File: src/rtl/text_pkg.sv
// Shared widths and decoder state encoding for the SPI text loader.
package text_pkg;

   localparam int ADDR_W   = 15;
   localparam int SCROLL_W = 7;
   localparam int DATA_W   = 8;

   // Byte position within one SSEL-low transaction.
   typedef enum logic [1:0] {
      S_SCROLL = 2'd0,
      S_HI     = 2'd1,
      S_LO     = 2'd2,
      S_DATA   = 2'd3
   } state_t;

endpackage

File: src/rtl/spi_text_loader_if.sv
// SPI pins plus the text-RAM write port and scroll value.
interface spi_text_loader_if;
   import text_pkg::*;

   logic                SCK;
   logic                MOSI;
   logic                SSEL;
   logic                MISO;
   logic                we;
   logic [ADDR_W-1:0]   waddr;
   logic [DATA_W-1:0]   wdata;
   logic [SCROLL_W-1:0] scroll;

   // The loader side.
   modport slave (
      input  SCK, MOSI, SSEL,
      output MISO, we, waddr, wdata, scroll
   );

   // The SPI host / display side.
   modport master (
      output SCK, MOSI, SSEL,
      input  MISO, we, waddr, wdata, scroll
   );

endinterface

File: src/rtl/spi_text_loader_sync_edge.sv
// Multi-flop synchronizer with one extra copy for edge detection.
module sync_edge #(
   parameter int STAGES = 2
) (
   input  logic clk,
   input  logic rst,
   input  logic async_in,
   input  logic RESET_VAL,
   output logic level,
   output logic rise,
   output logic fall
);

   logic [STAGES-1:0] sync_q;
   logic              prev_q;

   // Shift the raw pin through the chain; prev_q lags the last stage by one clk.
   always_ff @(posedge clk) begin
      if (rst) begin
         sync_q <= {STAGES{RESET_VAL}};
         prev_q <= RESET_VAL;
      end else begin
         sync_q <= {sync_q[STAGES-2:0], async_in};
         prev_q <= sync_q[STAGES-1];
      end
   end

   assign level = sync_q[STAGES-1];
   assign rise  = level & ~prev_q;
   assign fall  = ~level & prev_q;

endmodule

File: src/rtl/spi_text_loader.sv
// Oversampled SPI slave that decodes scroll/address/data bytes into
// text-RAM writes, all in the pixel clock domain.
module spi_text_loader
   import text_pkg::*;
#(
   parameter int          SYNC_STAGES = 2,
   parameter logic [7:0]  XMIT        = 8'hA0
) (
   input logic                clk,
   input logic                rst,
   spi_text_loader_if.slave   bus
);

   logic                sck_rise, sck_fall, sck_lvl_unused;
   logic                ssel_lvl;
   logic [1:0]          ssel_edges_unused;
   logic                mosi_lvl;
   logic [1:0]          mosi_edges_unused;

   sync_edge #(.STAGES(SYNC_STAGES)) u_sck (
      .clk(clk), .rst(rst), .async_in(bus.SCK), .RESET_VAL(1'b0),
      .level(sck_lvl_unused), .rise(sck_rise), .fall(sck_fall));

   sync_edge #(.STAGES(SYNC_STAGES)) u_ssel (
      .clk(clk), .rst(rst), .async_in(bus.SSEL), .RESET_VAL(1'b1),
      .level(ssel_lvl), .rise(ssel_edges_unused[0]), .fall(ssel_edges_unused[1]));

   sync_edge #(.STAGES(SYNC_STAGES)) u_mosi (
      .clk(clk), .rst(rst), .async_in(bus.MOSI), .RESET_VAL(1'b0),
      .level(mosi_lvl), .rise(mosi_edges_unused[0]), .fall(mosi_edges_unused[1]));

   // The SSEL chain starts out forced high by reset, so a real deselect can
   // only be trusted once the chain and edge copy hold genuine samples.
   logic [SYNC_STAGES:0] vld_pipe;
   logic                 settled;

   // Fill with ones after reset; the top bit marks the sync chain as flushed.
   always_ff @(posedge clk) begin
      if (rst) vld_pipe <= '0;
      else     vld_pipe <= {vld_pipe[SYNC_STAGES-1:0], 1'b1};
   end
   assign settled = vld_pipe[SYNC_STAGES];

   state_t              state;
   logic [2:0]          bitcnt;
   logic [7:0]          shift;
   logic [7:0]          rx_byte;
   logic                byte_stb;
   logic                need_desel;
   logic [ADDR_W-1:0]   addr;
   logic                miso_q, we_q;
   logic [ADDR_W-1:0]   waddr_q;
   logic [DATA_W-1:0]   wdata_q;
   logic [SCROLL_W-1:0] scroll_q;

   // Bit receiver, MISO shifter and byte decoder; deselect overrides everything.
   always_ff @(posedge clk) begin
      if (rst) begin
         state      <= S_SCROLL;
         bitcnt     <= '0;
         shift      <= '0;
         rx_byte    <= '0;
         byte_stb   <= 1'b0;
         need_desel <= 1'b1;
         addr       <= '0;
         miso_q     <= 1'b0;
         we_q       <= 1'b0;
         waddr_q    <= '0;
         wdata_q    <= '0;
         scroll_q   <= '0;
      end else begin
         byte_stb <= 1'b0;
         we_q     <= 1'b0;
         if (need_desel) begin
            // Ignore a transaction cut by reset until SSEL is seen high.
            if (settled && ssel_lvl) need_desel <= 1'b0;
         end else if (ssel_lvl) begin
            bitcnt <= '0;
            shift  <= '0;
            state  <= S_SCROLL;
            miso_q <= XMIT[7];
         end else begin
            if (sck_rise) begin
               shift  <= {shift[6:0], mosi_lvl};
               bitcnt <= bitcnt + 3'd1;
               if (bitcnt == 3'd7) begin
                  byte_stb <= 1'b1;
                  rx_byte  <= {shift[6:0], mosi_lvl};
               end
            end
            // bitcnt already counts the preceding rise, so this is the next bit out.
            if (sck_fall) miso_q <= XMIT[3'd7 - bitcnt];
            if (byte_stb) begin
               case (state)
                  S_SCROLL: begin
                     scroll_q <= rx_byte[SCROLL_W-1:0];
                     state    <= S_HI;
                  end
                  S_HI: begin
                     addr[ADDR_W-1:8] <= rx_byte[6:0];
                     state            <= S_LO;
                  end
                  S_LO: begin
                     addr[7:0] <= rx_byte;
                     state     <= S_DATA;
                  end
                  default: begin
                     we_q    <= 1'b1;
                     waddr_q <= addr;
                     wdata_q <= rx_byte;
                     addr    <= addr + 1'b1;
                  end
               endcase
            end
         end
      end
   end

   assign bus.MISO   = miso_q;
   assign bus.we     = we_q;
   assign bus.waddr  = waddr_q;
   assign bus.wdata  = wdata_q;
   assign bus.scroll = scroll_q;

endmodule

File: src/flat_wrapper.sv
// flat-port wrapper written by rule: the top's interface ports become plain ports
module spi_text_loader_flat import text_pkg::*;
#(
   parameter int          SYNC_STAGES = 2,
   parameter logic [7:0]  XMIT        = 8'hA0
)
  (clk, rst, bus_SCK, bus_MOSI, bus_SSEL, bus_MISO, bus_we, bus_waddr, bus_wdata, bus_scroll);
  spi_text_loader_if bus_i ();
  input logic clk;
  input logic rst;
  input wire logic [$bits(bus_i.SCK)-1:0] bus_SCK;
  input wire logic [$bits(bus_i.MOSI)-1:0] bus_MOSI;
  input wire logic [$bits(bus_i.SSEL)-1:0] bus_SSEL;
  output wire logic [$bits(bus_i.MISO)-1:0] bus_MISO;
  output wire logic [$bits(bus_i.we)-1:0] bus_we;
  output wire logic [$bits(bus_i.waddr)-1:0] bus_waddr;
  output wire logic [$bits(bus_i.wdata)-1:0] bus_wdata;
  output wire logic [$bits(bus_i.scroll)-1:0] bus_scroll;
  assign bus_i.SCK = bus_SCK;
  assign bus_i.MOSI = bus_MOSI;
  assign bus_i.SSEL = bus_SSEL;
  assign bus_MISO = bus_i.MISO;
  assign bus_we = bus_i.we;
  assign bus_waddr = bus_i.waddr;
  assign bus_wdata = bus_i.wdata;
  assign bus_scroll = bus_i.scroll;
  spi_text_loader #(.SYNC_STAGES(SYNC_STAGES), .XMIT(XMIT)) u_core (.clk(clk), .rst(rst), .bus(bus_i));
endmodule
File: config.mk
export PLATFORM = sky130hd
export DESIGN_NAME = spi_text_loader_flat
export DESIGN_NICKNAME = d
export VERILOG_FILES = /design/src/rtl/text_pkg.sv /design/src/rtl/spi_text_loader_if.sv /design/src/rtl/spi_text_loader_sync_edge.sv /design/src/rtl/spi_text_loader.sv /design/src/flat_wrapper.sv
export SDC_FILE = /design/constraint.sdc
export NUM_CORES = 1
export LEC_CHECK = 0
export CORE_MARGIN = 5
export CORE_UTILIZATION = 45
export DETAILED_ROUTE_END_ITERATION = 8
export PLACE_DENSITY = 0.81
export SYNTH_ARGS = -nofsm -noshare
export SYNTH_HDL_FRONTEND = slang
export SYNTH_SLANG_ARGS = --single-unit
File: constraint.sdc
create_clock -name clk -period 1.68 [get_ports clk]
set_clock_uncertainty 0.1 [all_clocks]
set_input_delay 0.252 -clock clk [delete_from_list [all_inputs] [get_ports clk]]
set_output_delay 0.252 -clock clk [all_outputs]
set_load 0.01 [all_outputs]
; ---- Word-level counts from Yosys, hierarchy flattened
; Memories as Yosys holds them, arrays and structs flattened.
; Cells that the tools add are included.
[word_totals]
memories = 1
rom_bits = 8
regBits = 79
wordCells = 74
[classes]
n_eq_ne = 3
order_cmp = 1
bitwise_logic = 11
reduce_logical = 19
addsub = 3
mux = 17
[mem_list]
columns = memory, words, word_bits, rd, rd_ports_with_merged_regs, wr, line_no
row1 = (no name shown), 8, 1, 1, 0, 0, spi_text_loader.sv:92  ; if (sck_fall) miso_q <= XMIT[3'd7 - bitcnt];
[ops]
columns = operator, count
row1 = AND reduction 4 bit, 5
row2 = one-hot mux 8 bit (2 select lines), 1
row3 = "adder 15 x 1 -> 15 bit, second input constant", 1
row4 = 2-to-1 mux 7 bit, 2
row5 = one-hot mux 7 bit (2 select lines), 1
row6 = NOT 1 bit, 9
row7 = 2-to-1 mux 1 bit, 8
row8 = OR reduction 4 bit, 2
row9 = 2-to-1 mux 3 bit, 2
row10 = one-hot mux 2 bit (3 select lines), 1
row11 = nonzero test 2 bit, 3
row12 = "< comparator 3 x 4 -> 1 bit, second input constant", 1
row13 = 2-to-1 mux 2 bit, 2
row14 = AND reduction 2 bit, 2
row15 = nonzero test 4 bit, 1
row16 = OR reduction 2 bit, 2
row17 = "adder 3 x 1 -> 3 bit, second input constant", 1
row18 = "equality test 3 bit, second input constant", 1
row19 = AND reduction 3 bit, 1
row20 = OR reduction 3 bit, 1
row21 = "subtractor 3 bit, first input constant", 1
row22 = AND 1 bit, 2
row23 = "equality test 2 x 1 -> 1 bit, second input constant", 1
row24 = "equality test 2 bit, second input constant", 1
row25 = other kinds (2), 2

; ---- Depth between registers and ports, before layout
; Gate-level depths: netlist (run 1).
[depth]
ltp_word = 5
depth_mapped = 8

; ---- By module
; A second synthesis (run 1) with hierarchy kept.
[unflattened]
cells_unflattened = 389
hier_area_um2 = 3407.0
[modules_own_cells]
columns = module, seq_area_each_um2, instances, area_each_um2, cells_each
row1 = spi_text_loader, 1441.4, 1, 3088.0, 365
row2 = sync_edge, 60.1, 3, 106.4, 8

; ---- Worst setup path before layout (run 1)
; Ideal clock, no wire load.
[synth_path]
path_kind = flip-flop to flip-flop
startpoint = reg u_core.state[0]
endpoint = reg u_core.addr[11]
n_path_buf = 2
period_less_slack_ps = 1788
path_stages_with_launch = 8
required_time_ps = 1449
t_arrival_ps = 1557
slack_ps = -108
path_cell_list = dfxtp_1 -> inv_1 -> ha_1 -> clkbuf_1 -> or3_1 -> clkbuf_2 -> a22oi_1 -> o32ai_1
[synth_between]
elab_chain_len = 4
elab_cells_between_ends = 7
[synth_lines]
columns = element, line_no
row1 = from (decl), spi_text_loader.sv:44  ; state_t state;
row2 = from (signal assigned), spi_text_loader.sv:59  ; state <= S_SCROLL;
row3 = from (signal assigned), spi_text_loader.sv:80  ; state <= S_SCROLL;
row4 = from (signal assigned), spi_text_loader.sv:97  ; state <= S_HI;
row5 = equality test 2 bit or zero test 2 bit (tied branches), spi_text_loader.sv:94  ; case (state)
row6 = OR reduction 2 bit (no line), n/a
row7 = NOT 1 bit (no line), n/a
row8 = AND reduction 4 bit (no line), n/a
row9 = "to (signal, indexed assignment)", spi_text_loader.sv:100  ; addr[ADDR_W-1:8] <= rx_byte[6:0];
row10 = to (signal assigned), spi_text_loader.sv:111  ; addr <= addr + 1'b1;
row11 = to (decl), spi_text_loader.sv:50  ; logic [ADDR_W-1:0] addr;
; Parallel ways exist; a longest one is shown, timed or not.
; A chain may end at the register's enable or synchronous reset.

; ---- Worst setup path in the final report (run 1)
[layout_path]
startpoint = reg u_core.u_ssel.sync_q[1]
endpoint = reg u_core.addr[6]
[layout_between]
elab_chain_len = 2
[layout_lines]
columns = element, line_no
row1 = from (decl), spi_text_loader_sync_edge.sv:14  ; logic [STAGES-1:0] sync_q;
row2 = from (signal assigned), spi_text_loader_sync_edge.sv:20  ; sync_q <= {STAGES{RESET_VAL}};
row3 = from (signal assigned), spi_text_loader_sync_edge.sv:23  ; sync_q <= {sync_q[STAGES-2:0], async_in};
row4 = NOT 1 bit (no line), n/a
row5 = AND reduction 4 bit (no line), n/a
row6 = "to (signal, indexed assignment)", spi_text_loader.sv:100
row7 = to (signal assigned), spi_text_loader.sv:104  ; addr[7:0] <= rx_byte;
row8 = to (signal assigned), spi_text_loader.sv:111
; Every way passes these cells.

==> results.ini, run 1 <==
[detailed_routing]
via_per_inst = 5.331
drt_wl_total_um = 7501
route.detailed.drc = 0
num_vias = 2852
ant_nets = 0
wl_per_cell_um = 14.02
first_pass_iters = 4
drt_iter0_drc = 128

[setup_path]
cp_max_fo = 8
required_ps = 1820
r2r_end = u_core.addr[6]
cp-end-kind = flop
critPathBufInv = 0
r2r_slack_ps = -30
crit_arrival_ps = 1850
reg2reg_depth = 4
r2r_start = u_core.u_ssel.sync_q[1]
cp_slowest_cell = or3_4
critical_path.max_stage_delay_ps = 430
worstSetupPathType = reg -> reg
path_cells = or3b_4, or3_4, o31a_1, o311a_1
worstSetupStartpointType = flop
cpLargestDelayFamily = simple AND/OR/NAND/NOR gates

[sta]
hold_violations = 0
min_period_ps = 1709
grt_setup_unrepaired = true
slew_viol_final = 0
fin_setup_tns_ps = -52.84
setup_viol = 2
period_share_pct = 101.7
fmax_mhz = 585.2
tightest_slew_ps = 358.4
setup_slack_ps = -28.70
maxSlewHeadroom_pct = 76.07

[clocking]
ctsLongestPathBuffers = 2
h-tree-depth = 3
cts_root_buf = clkbuf_8
holdBufCountCts = 0
cts_tree = yes
cts_sinks = 79
numCtsBuffers = 9
clock_latency_ps = 350
path_clk_slew_ps = 80

[pwr]
net-switching-power_w = 0.0007813
finalPower_w = 0.003569
swShare_pct = 21.89
worst_ir_drop_vdd_mv = 0.6206
powerDensity_nw_per_um2 = 840.9
p_comb_share_pct = 2.7
power_frac_seq_pct = 53.5
power.internal_w = 0.002788
p_leak_nw = 1.463
clock_power_share_pct = 43.8

[die]
floorplan.initialDensity_pct = 45.56
core-area_um2 = 7176
dieHeight_um = 95.24
rows = 31
fp.dieW_um = 95.24
num_io_pins = 37
die_area_um2 = 9070

[logic_synthesis]
yosysWarnings = 0
synth_area_um2 = 3269
syn_nets = 390
ys_seq_elements = 79
synth.yosys.seq_area_share_pct = 48.37
synth.distinct_cells = 43
syn_inst = 378
avgSynthCellArea_um2 = 8.649

[place]
dp_slack_ps = -69.74
hpwl_um = 5163
gp_congestion = 0.8802
portBuffers = 36

[cells_and_area]
final_util_pct = 59.15
seqCellArea_um2 = 1588
layout_common_cells = dfxtp_1 (74), nand2_1 (62), nor2_1 (36), a21oi_1 (36), clkdlybuf4s50_1 (35)
nNetsFinal = 443
fillCellCount = 619
antennaDiodeCount = 0
syn2layout_area_growth_pct = 29.81
multiInputGateArea_um2 = 1603
layout-drive-gt1-share_pct = 18.35
final_common_cell = dfxtp_1

[grt]
first_global_vias = 2610
grt_max_degree = 56
grt.total_usage_pct = 17.16
antenna_found_initial = 0
grt_pass1_wl_um = 12220
grt.overflow.total = 0

[run_status]
status = finished, violations left
violations = negative setup slack

[worst_hold_path]
worstHoldPathType = in -> reg
min-delay-start = rst
hold_end = u_core.addr[9]
hold_path_depth = 2

[run]
drv_cap = 0

[routing by layer]
metal	vias to the layer above	global-route usage (%)	share of wire, %
li1	1419	-	-
met4	0	5.649	1.6
met5	-	0	0
met2	77	29.15	50
met3	12	4.262	5.0
met1	1344	21.21	43
[cells in the mapped netlist, drive strengths merged]
| cell | n | area share, % |
|---|---|---|
| nor2 | 37 | 4.2 |
| o311a | 2 | 0.65 |
| a21o | 3 | 0.69 |
| a22oi | 10 | 2.3 |
| o221ai | 2 | 0.54 |
| nand2 | 62 | 7.1 |
| a21oi | 38 | 5.8 |
| o21ai | 12 | 1.8 |
| buf | 9 | 1.5 |
| or3b | 1 | 0.34 |
| mux2i | 20 | 6.1 |
| nand4 | 6 | 1.1 |
| a211oi | 3 | 0.69 |
| a41o | 1 | 0.31 |
| nor3 | 2 | 0.61 |
| o31ai | 3 | 0.69 |
| or4bb | 1 | 0.34 |
| nand3 | 9 | 1.4 |
| and2 | 5 | 0.96 |
| nor2b | 7 | 1.3 |
| ha | 7 | 2.7 |
| o31a | 2 | 0.54 |
| or4 | 1 | 0.23 |
| and4 | 3 | 0.80 |
| a31oi | 5 | 0.96 |
| a41oi | 1 | 0.27 |
| inv | 6 | 0.69 |
| nand3b | 2 | 0.46 |
| o41ai | 1 | 0.27 |
| or2 | 2 | 0.38 |
| clkbuf | 20 | 2.4 |
| nor4b | 1 | 0.27 |
| o21bai | 2 | 0.46 |
| o32ai | 1 | 0.27 |
| and3 | 7 | 1.4 |
| nand2b | 3 | 0.57 |
| or3 | 2 | 0.38 |
| dfxtp | 79 | 48 |
[how the worst max path moves through the flow]
| stage | endpoint | cells past startpoint | slack, ps | start |
|---|---|---|---|---|
| 2_1_floorplan | u_core.addr[6] | 6 | -100 | u_core.need_desel |
| 3_3_place_gp | u_core.addr[6] | 4 | -30 | u_core.u_ssel.sync_q[1] |
| 3_5_place_dp | u_core.addr[6] | 5 | -70 | u_core.state[0] |
| 4_1_cts | u_core.state[0] | 7 | 4 | u_core.state[0] |
| 5_1_grt | u_core.addr[6] | 4 | -70 | u_core.u_ssel.sync_q[1] |
| 6_report | u_core.addr[6] | 4 | -30 | u_core.u_ssel.sync_q[1] |
[through the flow]
| step | std cells | cell area [um^2] | hold slack, ps |
|---|---|---|---|
| 5_1_grt | 535 | 4244 | 133.3 |
| 4_1_cts | 533 | 4175 | 116.3 |
| 2_1_floorplan | 378 | 3284 | 255.8 |
| 6_report | 535 | 4244 | 116.3 |
| 3_3_place_gp | 517 | 3924 | 309.8 |
| 3_5_place_dp | 517 | 3924 | 299.3 |
[area by class of cell]
class / count / area share, %
clock inverters: 7 / 2.447
clock buffers: 9 / 2.919
repair buffers: 71 / 16.01
multi-input cells: 264 / 37.77
inverters: 6 / 0.5307
flip-flops and latches: 79 / 37.41
well taps: 99 / 2.919
[cell families (layout without fill, tap and decap cells)]
kind of cell             after synthesis  count (layout)  share of synthesized area, %
AND/OR/NAND/NOR                      151             151                         22.01
AO/OA/AOI/OAI                         86              86                         16.26
flip-flops                            79              79                         48.37
buffers and inverters                 35              93                         4.554
multiplexers                          20              20                         6.123
adder cells (fa/ha/maj)                7               7                         2.679
[power by group through the flow]
| stage | logic [W] | registers [W] | clock network, W |
|---|---|---|---|
| floorplan | 0.0000622 | 0.00195 | 0 |
| detailed placement | 0.0000940 | 0.00195 | 0 |
| global placement | 0.0000917 | 0.00195 | 0 |
| CTS | 0.0000953 | 0.00191 | 0.00159 |
| finish | 0.0000963 | 0.00191 | 0.00156 |
| global route | 0.000106 | 0.00191 | 0.00169 |
[sequential cells by signal (all words and copies together) (netlist names)]
signal and flops:
u_core.u_sck.sync_q 2, u_core.rx_byte 8, u_core.bus.MISO 1, u_core.u_sck.prev_q 1, u_core.bus.wdata 8, u_core.byte_stb 1
u_core.shift 7, u_core.addr 15, u_core.need_desel 1, u_core.u_mosi.sync_q 2, u_core.bus.scroll 7, u_core.u_ssel.sync_q 2
u_core.state 2, u_core.bus.waddr 15, u_core.bus.we 1, u_core.vld_pipe 3, u_core.bitcnt 3
[worst register-to-register path, stage by stage, from the launching register on]
cell	delay, ps
dfxtp_2	330
or3b_4	400
or3_4	430
o31a_1	250
o311a_1	100
[timing repair]
action	CTS	global route
setup endpoints to repair	32	37
pin swaps	1	4
buffers inserted	0	2
resized for setup	6	20
No activity file was read; power rests on OpenSTA's default activity.
==> run 2: changes to the inputs <==
--- a/config.mk
+++ b/config.mk
@@ -8,7 +8,7 @@
 export CORE_MARGIN = 5
 export CORE_UTILIZATION = 45
 export DETAILED_ROUTE_END_ITERATION = 8
-export PLACE_DENSITY = 0.81
+export PLACE_DENSITY = 0.69
 export SYNTH_ARGS = -nofsm -noshare
 export SYNTH_HDL_FRONTEND = slang
 export SYNTH_SLANG_ARGS = --single-unit
==> results.ini, run 2 (synthesized netlist as in run 1, its figures left out) <==
[run_status]
status = finished, violations left
violations = negative setup slack

[pwr]
power.internal_w = 0.002815
swShare_pct = 21.31
p_comb_share_pct = 2.6
finalPower_w = 0.003577
power_frac_seq_pct = 53.3
net-switching-power_w = 0.0007623
clock_power_share_pct = 44.1
powerDensity_nw_per_um2 = 832.8
worst_ir_drop_vdd_mv = 0.6131
p_leak_nw = 1.524

[place]
placed_area_um2 = 3929
hpwl_um = 5307
gp_congestion = 0.8554
portBuffers = 36

[setup_path]
worstSetupStartpointType = flop
cp_max_fo = 8
required_ps = 1830
worstSetupPathType = reg -> reg
cp-end-kind = flop
crit_arrival_ps = 1860

[detailed_routing]
drt_iter0_drc = 120
first_pass_iters = 4
route.detailed.drc = 0
wl_per_cell_um = 14.03
drt_wl_total_um = 7591
via_per_inst = 5.222
ant_nets = 0
num_vias = 2825

[cells_and_area]
nNetsFinal = 449
fillCellCount = 613
layout_common_cells = dfxtp_1 (74), nand2_1 (62), a21oi_1 (38), nor2_1 (36)
antennaDiodeCount = 0
seqCellArea_um2 = 1590
layout-drive-gt1-share_pct = 19.00
multiInputGateArea_um2 = 1627
final_common_cell = dfxtp_1
fin_area_um2 = 4295
syn2layout_area_growth_pct = 31.38

[sta]
grt_setup_unrepaired = true
hold_violations = 0
slew_viol_final = 0
tightest_slew_ps = 382.8
setup_viol = 3
fmax_mhz = 584.2
min_period_ps = 1712
maxSlewHeadroom_pct = 74.39
setup_slack_ps = -31.75
period_share_pct = 101.9

[clocking]
cts_sinks = 79
cts_root_buf = clkbuf_8
path_clk_slew_ps = 80
numCtsBuffers = 9
h-tree-depth = 3
clock_latency_ps = 350
holdBufCountCts = 0
ctsLongestPathBuffers = 2
cts_tree = yes

[die]
num_io_pins = 37
core-area_um2 = 7176
fp.dieW_um = 95.24
die_area_um2 = 9070
rows = 31
dieHeight_um = 95.24
floorplan.initialDensity_pct = 45.56

[grt]
first_global_vias = 2686
grt.overflow.total = 0
grt_pass1_wl_um = 12450
antenna_found_initial = 0
grt.total_usage_pct = 17.72
grt_max_degree = 30

[run]
drv_cap = 0

[worst_hold_path]
worstHoldPathType = in -> reg

==> run 2: cell count changes in the layout (fill, tap and decap cells not counted), sizes merged <==
cell / before / now
clkbuf: 9 / 10
inv: 8 / 7
buf: 36 / 42
clkinv: 1 / 3
clkinvlp: 2 / 0
==> run 2: worst max-delay path, stage by stage, from the launching register on <==
cell and delay [ps]:
dfxtp_2 340, or3b_4 410, or3_4 400, o31a_1 250, o311a_1 100
==> run 2: worst paths after layout <==
check	cells past startpoint	from	endpoint	slack (ps)
max	4	u_core.u_ssel.sync_q[1]	u_core.addr[6]	-30
min	2	rst	u_core.u_sck.sync_q[1]	110
max reg2reg	4	u_core.u_ssel.sync_q[1]	u_core.addr[6]	-30
min reg2reg	1	u_core.u_ssel.sync_q[0]	u_core.u_ssel.sync_q[1]	330
==> run 2: power groups by stage <==
stage               clock network (W)  logic (W)  registers, W
global placement                    0  0.0000890       0.00195
detailed placement                  0  0.0000906       0.00195
finish                        0.00158  0.0000920       0.00191
CTS                           0.00162  0.0000908       0.00191
global route                  0.00171   0.000102       0.00191
floorplan                           0  0.0000622       0.00195
==> run 2: layer usage <==
| layer | wire [um] | global-route usage, % | share of wire [%] |
|---|---|---|---|
| met1 | 3327 | 22.03 | 44 |
| met2 | 3767 | 30.09 | 50 |
| met3 | 383 | 4.578 | 5.0 |
| met4 | 112 | 5.288 | 1.5 |
| met5 | 0 | 0 | 0 |
==> run 2: cell type report <==
class                      instances  area share [%]
sequential                        79           37.02
tap                               99           2.884
multi-input combinational        264           37.87
clock buffer                      10           3.204
clock inverter                     6           2.126
timing repair buffer              77           16.37
inverter                           6          0.5243
==> run 2: metrics by stage <==
step	setup slack, ps	std cells	hold slack, ps	utilization (%)	setup TNS (ps)
global route	-91.22	541	117.6	59.86	-715.0
detailed placement	-141.2	521	306.7	54.75	-906.7
floorplan	-103.5	378	255.8	-	-449.7
CTS	-16.49	540	111.0	58.87	-16.49
global placement	-107.6	521	304.1	54.75	-366.3
finish	-31.75	541	108.4	59.86	-40.28
==> run 2: timing repair <==
action | CTS | global route
gates resized for setup | 12 | 18
setup buffers | 3 | 1
pin swaps | 1 | 5
setup endpoints to repair | 15 | 30
